===== src/rtl/seven_seg_ndigit.sv =====
// Time-multiplexed N-digit seven-segment driver: frame-shadowed content, anti-ghosting dead time,
// 16-level PWM brightness. Optional leading-zero blanking is enabled by SEVEN_SEG_LZ_BLANK_EN.
module seven_seg_ndigit #(
    parameter int NUM_DIGITS   = 8,
    parameter int REFRESH_DIV  = 16384,
    parameter int BLANK_CYCLES = 64,
    parameter bit ACTIVE_LOW   = 1'b1
) (
    input  logic                    clk,
    input  logic                    rst,
    input  logic [4*NUM_DIGITS-1:0] value,
    input  logic [NUM_DIGITS-1:0]   dp,
    input  logic [NUM_DIGITS-1:0]   digit_en,
    input  logic [3:0]              brightness,
    output logic [NUM_DIGITS-1:0]   seg_an,
    output logic [7:0]              seg_cat,
    output logic                    frame_start
);

    localparam int SW = $clog2(REFRESH_DIV);
    localparam int IW = (NUM_DIGITS > 1) ? $clog2(NUM_DIGITS) : 1;

    localparam logic [SW-1:0]         SLOT_LAST = SW'(REFRESH_DIV - 1);
    localparam logic [IW-1:0]         IDX_LAST  = IW'(NUM_DIGITS - 1);
    localparam logic [SW-1:0]         BLANK_END = SW'(BLANK_CYCLES);
    localparam logic [NUM_DIGITS-1:0] AN_OFF    = {NUM_DIGITS{ACTIVE_LOW}};
    localparam logic [7:0]            CAT_OFF   = {8{ACTIVE_LOW}};

    // Hex nibble to logical-on segments {g,f,e,d,c,b,a}.
    function automatic logic [6:0] decode_hex(input logic [3:0] nib);
        logic [6:0] seg;
        case (nib)
            4'h0:    seg = 7'h3F;
            4'h1:    seg = 7'h06;
            4'h2:    seg = 7'h5B;
            4'h3:    seg = 7'h4F;
            4'h4:    seg = 7'h66;
            4'h5:    seg = 7'h6D;
            4'h6:    seg = 7'h7D;
            4'h7:    seg = 7'h07;
            4'h8:    seg = 7'h7F;
            4'h9:    seg = 7'h6F;
            4'hA:    seg = 7'h77;
            4'hB:    seg = 7'h7C;
            4'hC:    seg = 7'h39;
            4'hD:    seg = 7'h5E;
            4'hE:    seg = 7'h79;
            4'hF:    seg = 7'h71;
            default: seg = 7'h00;
        endcase
        return seg;
    endfunction

    logic [SW-1:0]           slot_cnt_r;
    logic [IW-1:0]           idx_r;
    logic [4*NUM_DIGITS-1:0] shadow_value_r;
    logic [NUM_DIGITS-1:0]   shadow_dp_r;
    logic [NUM_DIGITS-1:0]   shadow_en_r;
    logic                    frame_start_r;
    logic [NUM_DIGITS-1:0]   seg_an_r;
    logic [7:0]              seg_cat_r;

    logic                    load_s;
    logic                    slot_wrap_s;
    logic [NUM_DIGITS-1:0]   show_s;
    logic [3:0]              nibble_s;
    logic                    dp_sel_s;
    logic                    show_sel_s;
    logic                    blank_s;
    logic                    duty_s;
    logic                    an_on_s;
    logic [NUM_DIGITS-1:0]   an_log_s;
    logic [7:0]              cat_log_s;

    assign load_s      = (slot_cnt_r == {SW{1'b0}}) && (idx_r == {IW{1'b0}});
    assign slot_wrap_s = (slot_cnt_r == SLOT_LAST);

    // Slot counter and digit index; the index advances once per full slot.
    always_ff @(posedge clk or posedge rst) begin
        if (rst) begin
            slot_cnt_r <= {SW{1'b0}};
            idx_r      <= {IW{1'b0}};
        end else if (slot_wrap_s) begin
            slot_cnt_r <= {SW{1'b0}};
            if (idx_r == IDX_LAST) begin
                idx_r <= {IW{1'b0}};
            end else begin
                idx_r <= idx_r + 1'b1;
            end
        end else begin
            slot_cnt_r <= slot_cnt_r + 1'b1;
        end
    end

    // Shadow capture at the frame boundary so a frame never shows mixed content.
    always_ff @(posedge clk or posedge rst) begin
        if (rst) begin
            shadow_value_r <= {(4*NUM_DIGITS){1'b0}};
            shadow_dp_r    <= {NUM_DIGITS{1'b0}};
            shadow_en_r    <= {NUM_DIGITS{1'b0}};
            frame_start_r  <= 1'b0;
        end else begin
            frame_start_r <= load_s;
            if (load_s) begin
                shadow_value_r <= value;
                shadow_dp_r    <= dp;
                shadow_en_r    <= digit_en;
            end else begin
                shadow_value_r <= shadow_value_r;
                shadow_dp_r    <= shadow_dp_r;
                shadow_en_r    <= shadow_en_r;
            end
        end
    end

`ifdef SEVEN_SEG_LZ_BLANK_EN
    logic higher_nz_s;

    // A digit survives if it or any more-significant nibble is nonzero; digit 0 and dp digits always do.
    always_comb begin
        show_s      = {NUM_DIGITS{1'b0}};
        higher_nz_s = 1'b0;
        for (int i = NUM_DIGITS - 1; i >= 0; i--) begin
            higher_nz_s = higher_nz_s | (shadow_value_r[4*i +: 4] != 4'h0);
            if (i == 0) begin
                show_s[i] = shadow_en_r[i];
            end else begin
                show_s[i] = shadow_en_r[i] & (higher_nz_s | shadow_dp_r[i]);
            end
        end
    end
`else
    // Every enabled digit is shown, leading zeros included.
    always_comb begin
        show_s = shadow_en_r;
    end
`endif

    // Select the current digit's nibble, dp and enable as an AND-OR mux.
    always_comb begin
        nibble_s   = 4'h0;
        dp_sel_s   = 1'b0;
        show_sel_s = 1'b0;
        for (int i = 0; i < NUM_DIGITS; i++) begin
            nibble_s   = nibble_s   | (shadow_value_r[4*i +: 4] & {4{idx_r == IW'(i)}});
            dp_sel_s   = dp_sel_s   | (shadow_dp_r[i] & (idx_r == IW'(i)));
            show_sel_s = show_sel_s | (show_s[i] & (idx_r == IW'(i)));
        end
    end

    // Logical-on anode/cathode pattern for the current slot; brightness is taken live.
    always_comb begin
        blank_s  = (slot_cnt_r < BLANK_END);
        duty_s   = (slot_cnt_r[3:0] <= brightness);
        an_on_s  = !blank_s && duty_s && show_sel_s;
        an_log_s = {NUM_DIGITS{1'b0}};
        for (int i = 0; i < NUM_DIGITS; i++) begin
            an_log_s[i] = an_on_s && (idx_r == IW'(i));
        end
        if (blank_s) begin
            cat_log_s = 8'h00;
        end else begin
            cat_log_s = {dp_sel_s, decode_hex(nibble_s)};
        end
    end

    // Output registers, converted to the pad polarity.
    always_ff @(posedge clk or posedge rst) begin
        if (rst) begin
            seg_an_r  <= AN_OFF;
            seg_cat_r <= CAT_OFF;
        end else begin
            seg_an_r  <= an_log_s ^ AN_OFF;
            seg_cat_r <= cat_log_s ^ CAT_OFF;
        end
    end

    assign seg_an      = seg_an_r;
    assign seg_cat     = seg_cat_r;
    assign frame_start = frame_start_r;

endmodule

===== config.mk =====
export PLATFORM = sky130hd
export DESIGN_NAME = seven_seg_ndigit
export DESIGN_NICKNAME = d
export VERILOG_FILES = /design/src/rtl/seven_seg_ndigit.sv
export SDC_FILE = /design/constraint.sdc
export NUM_CORES = 1
export LEC_CHECK = 0
export CORE_MARGIN = 5
export CORE_UTILIZATION = 52
export DETAILED_ROUTE_END_ITERATION = 10
export MAX_ROUTING_LAYER = met4
export PLACE_DENSITY = 0.89
export SLEW_MARGIN = 30
export SYNTH_ARGS = -nofsm -noshare
export SYNTH_HDL_FRONTEND = slang
export SYNTH_SLANG_ARGS = --single-unit

===== constraint.sdc =====
create_clock -name clk -period 2.79 [get_ports clk]
set_input_delay 0.4185 -clock clk [delete_from_list [all_inputs] [get_ports clk]]
set_output_delay 0.4185 -clock clk [all_outputs]
set_load 0.02 [all_outputs]

==> results.json <==
{
  "root_buffer": "clkbuf_8",
  "path_class": "register to register",
  "via_per_inst": 5.58,
  "hold_path_class": "primary input to asynchronous set/reset pin",
  "avgSynthCellArea_sq_um": 12.4,
  "tritoncts": "done",
  "period_minus_slack_ns": 2.53,
  "cellLeakagePower_nw": 2.08,
  "slew_headroom": 0.585,
  "clkSlewWorstSetupHoldPaths_ns": 0.08,
  "grt_max_degree": 83,
  "reg2reg_setup_slack_ns": 0.26,
  "ys_seq_area_frac": 0.538,
  "drtPass1Iterations": 5,
  "crit_arrival_ns": 2.80,
  "status": "completed",
  "worst-slew-pin-transition_ns": 0.622,
  "pwr-share-clk": 0.373,
  "grt_first_pass_wirelength_microns": 13900,
  "hold_violations": 0,
  "maxCapViolations": 0,
  "ys.flop_type": "dfrtp_1",
  "place_congestion": 0.869,
  "final_common_cell": "clkdlybuf4s50_1",
  "drt-total-wl_microns": 8320,
  "fin_nets": 455,
  "p_comb_frac": 0.082,
  "insertion_delay_ns": 0.36,
  "synth_edf_count": 0,
  "p_switching_mw": 0.507,
  "netlist_area_sq_um": 3850,
  "area_growth_pct": 26.2,
  "maxSlewViolCount": 0,
  "crit_path_end": "seg_cat[3]",
  "rows": 31,
  "worstSetupStartpoint": "idx_r[2]",
  "antenna_found_initial": 0,
  "pwr-share-seq": 0.545,
  "cts.sinks": 82,
  "dieArea_sq_um": 9220,
  "rsz0062_at_grt": "false",
  "reg2reg_from": "idx_r[2]",
  "drc": 0,
  "swShare": 0.222,
  "syn_nets": 381,
  "io_pins": 71,
  "vdd_drop_max_uv": 281,
  "cp.required_ns": 3.06,
  "drt-initial-drc-count": 157,
  "reg2reg_to": "seg_cat[3]",
  "yosysWarnings": 0,
  "crit_path_start_kind": "register",
  "internal_power_mw": 1.78,
  "fin_skew_ns": 0.0141,
  "die_h_microns": 96.0,
  "grt.overflow.total": 0,
  "end_kind": "register",
  "die_x_microns": 96.0,
  "power_mw": 2.29,
  "ctsHtreeMaxLevel": 3,
  "synth-seq-cells": 82,
  "rr_worst_depth": 9,
  "hpwlAfterDp_microns": 6130,
  "via_count": 2728,
  "core_sq_um": 7210,
  "finalSetupTns_ns": 0,
  "antenna_cells": 0,
  "wire_per_inst_microns": 17.0,
  "start_util": 0.534,
  "numPortBuffers": 70,
  "place_area_sq_um": 4660,
  "fin_crit_sh": 0.906,
  "p_per_area_nw_per_um2": 471,
  "grt_use_total": 0.204,
  "report.final.setup_viol": 0,
  "synthArstFlopShare": 1.00,
  "yosysUniqueCellTypes": 52,
  "grt_pass1_vias": 2887,
  "path_max_fanout": 8,
  "clock.fmax_ghz": 0.396,
  "synthCells": 311,
  "postRouteAntennaNets": 0,
  "final_cell_mix": "70 x clkdlybuf4s50_1, 66 x dfrtp_1, 47 x mux2_2",
  "cts_made_buffers": 9,
  "layout-drive-gt1-share": 0.241,
  "design_area_sq_um": 4860,
  "cts_buffer_depth": 2
}
## area by class of cell
type	count	area [sq um]
sequential	82	2070
fill	524	2360
tap	99	124
timing repair buffer	80	788
clock buffer	12	145
clock inverter	4	52.6
inverter	16	61.3
multi-input combinational	196	1620
## registers in the layout, summed over array words and instances (netlist names)
signal,flops
seg_cat,8
idx_r,3
shadow_value_r,32
frame_start,1
shadow_dp_r,8
shadow_en_r,8
seg_an,8
slot_cnt_r,14
## worst max-delay path: stages (launching register included)
cell and delay [ns]:
dfrtp_1 0.50, clkinv_1 0.28, ha_1 0.37, a222oi_1 0.30, and2_1 0.23, ha_1 0.15
inv_1 0.05, o32ai_1 0.30, a21oi_1 0.08, o21ai_0 0.19
## Yosys cell counts (2+ instances only)
| cell | n | area share |
|---|---|---|
| o21a_1 | 2 | 0.0039 |
| inv_1 | 15 | 0.015 |
| o21ai_0 | 8 | 0.010 |
| a222oi_1 | 8 | 0.021 |
| nor4_1 | 2 | 0.0032 |
| and3_1 | 3 | 0.0049 |
| nor3_1 | 4 | 0.0052 |
| nand3_1 | 10 | 0.013 |
| and2_1 | 4 | 0.0065 |
| a22oi_1 | 4 | 0.0078 |
| a211oi_1 | 2 | 0.0039 |
| clkbuf_1 | 4 | 0.0039 |
| a221oi_1 | 2 | 0.0046 |
| a21oi_1 | 6 | 0.0078 |
| nand2_1 | 12 | 0.012 |
| a22o_1 | 2 | 0.0046 |
| a211o_1 | 3 | 0.0068 |
| mux2i_1 | 3 | 0.0078 |
| o211ai_1 | 2 | 0.0039 |
| buf_6 | 4 | 0.012 |
| mux2_2 | 47 | 0.14 |
| nor2b_1 | 2 | 0.0032 |
| xor2_1 | 6 | 0.014 |
| dfrtp_1 | 66 | 0.43 |
| dfstp_2 | 16 | 0.11 |
| buf_2 | 8 | 0.010 |
| nand4_1 | 9 | 0.015 |
| a31oi_1 | 2 | 0.0032 |
| xnor2_1 | 5 | 0.011 |
| ha_1 | 16 | 0.052 |
| nor2_1 | 13 | 0.013 |
## per-stage QoR
| stage | hold slack [ns] | util | std cells | worst slack, ns |
|---|---|---|---|---|
| after floorplan | 0.447 | - | 311 | 0.290 |
| after global placement | 0.463 | 0.645 | 473 | 0.393 |
| after detailed placement | 0.468 | 0.645 | 473 | 0.265 |
| after CTS | 0.477 | 0.673 | 489 | 0.229 |
| after global routing | 0.497 | 0.673 | 489 | 0.0112 |
| final | 0.452 | 0.673 | 489 | 0.262 |
## layer usage
| metal | global-route usage | routed length, microns | up-vias |
|---|---|---|---|
| met5 | - | 0 | - |
| met4 | 0.0877 | 166 | 0 |
| met3 | 0.0321 | 385 | 14 |
| met2 | 0.324 | 4310 | 91 |
| met1 | 0.259 | 3460 | 1339 |
| li1 | - | - | 1284 |
## cell families (layout without fill, tap and decap cells)
kind of cell | Yosys count | count (layout) | synth area share
xor gates and xnor gates | 11 | 11 | 0.0250
buffers and inverters | 33 | 112 | 0.0435
adders and majority gates | 16 | 16 | 0.0520
muxes | 52 | 52 | 0.152
DFF | 82 | 82 | 0.538
AOI/OAI and AO/OA | 52 | 52 | 0.102
and+or+nand+nor | 65 | 65 | 0.0868
## what timing repair did
item,in CTS,in global routing
endpoints found under the setup margin,0,3
hold buffers,0,0
setup buffers,0,0
gates resized for setup,0,2
## worst min-delay path by stage
stage	startpoint	endpoint	slack [ns]	cells after the start
global placement	slot_cnt_r[0]	slot_cnt_r[0]	0.46	1
floorplan	slot_cnt_r[0]	slot_cnt_r[0]	0.45	1
finish	rst	slot_cnt_r[13]	0.45	3
detailed placement	slot_cnt_r[0]	slot_cnt_r[0]	0.47	1
CTS	rst	slot_cnt_r[13]	0.48	3
global route	rst	slot_cnt_r[13]	0.50	3
## power groups by stage
| stage | Clock [mW] | Sequential, mW | Combinational [mW] |
|---|---|---|---|
| after global placement | 0 | 1.27 | 0.187 |
| after CTS | 0.872 | 1.25 | 0.191 |
| final | 0.854 | 1.25 | 0.188 |
| after detailed placement | 0 | 1.27 | 0.190 |
| after floorplan | 0 | 1.26 | 0.0886 |
| after global routing | 0.923 | 1.25 | 0.208 |
No activity file was read; power rests on OpenSTA's default activity.
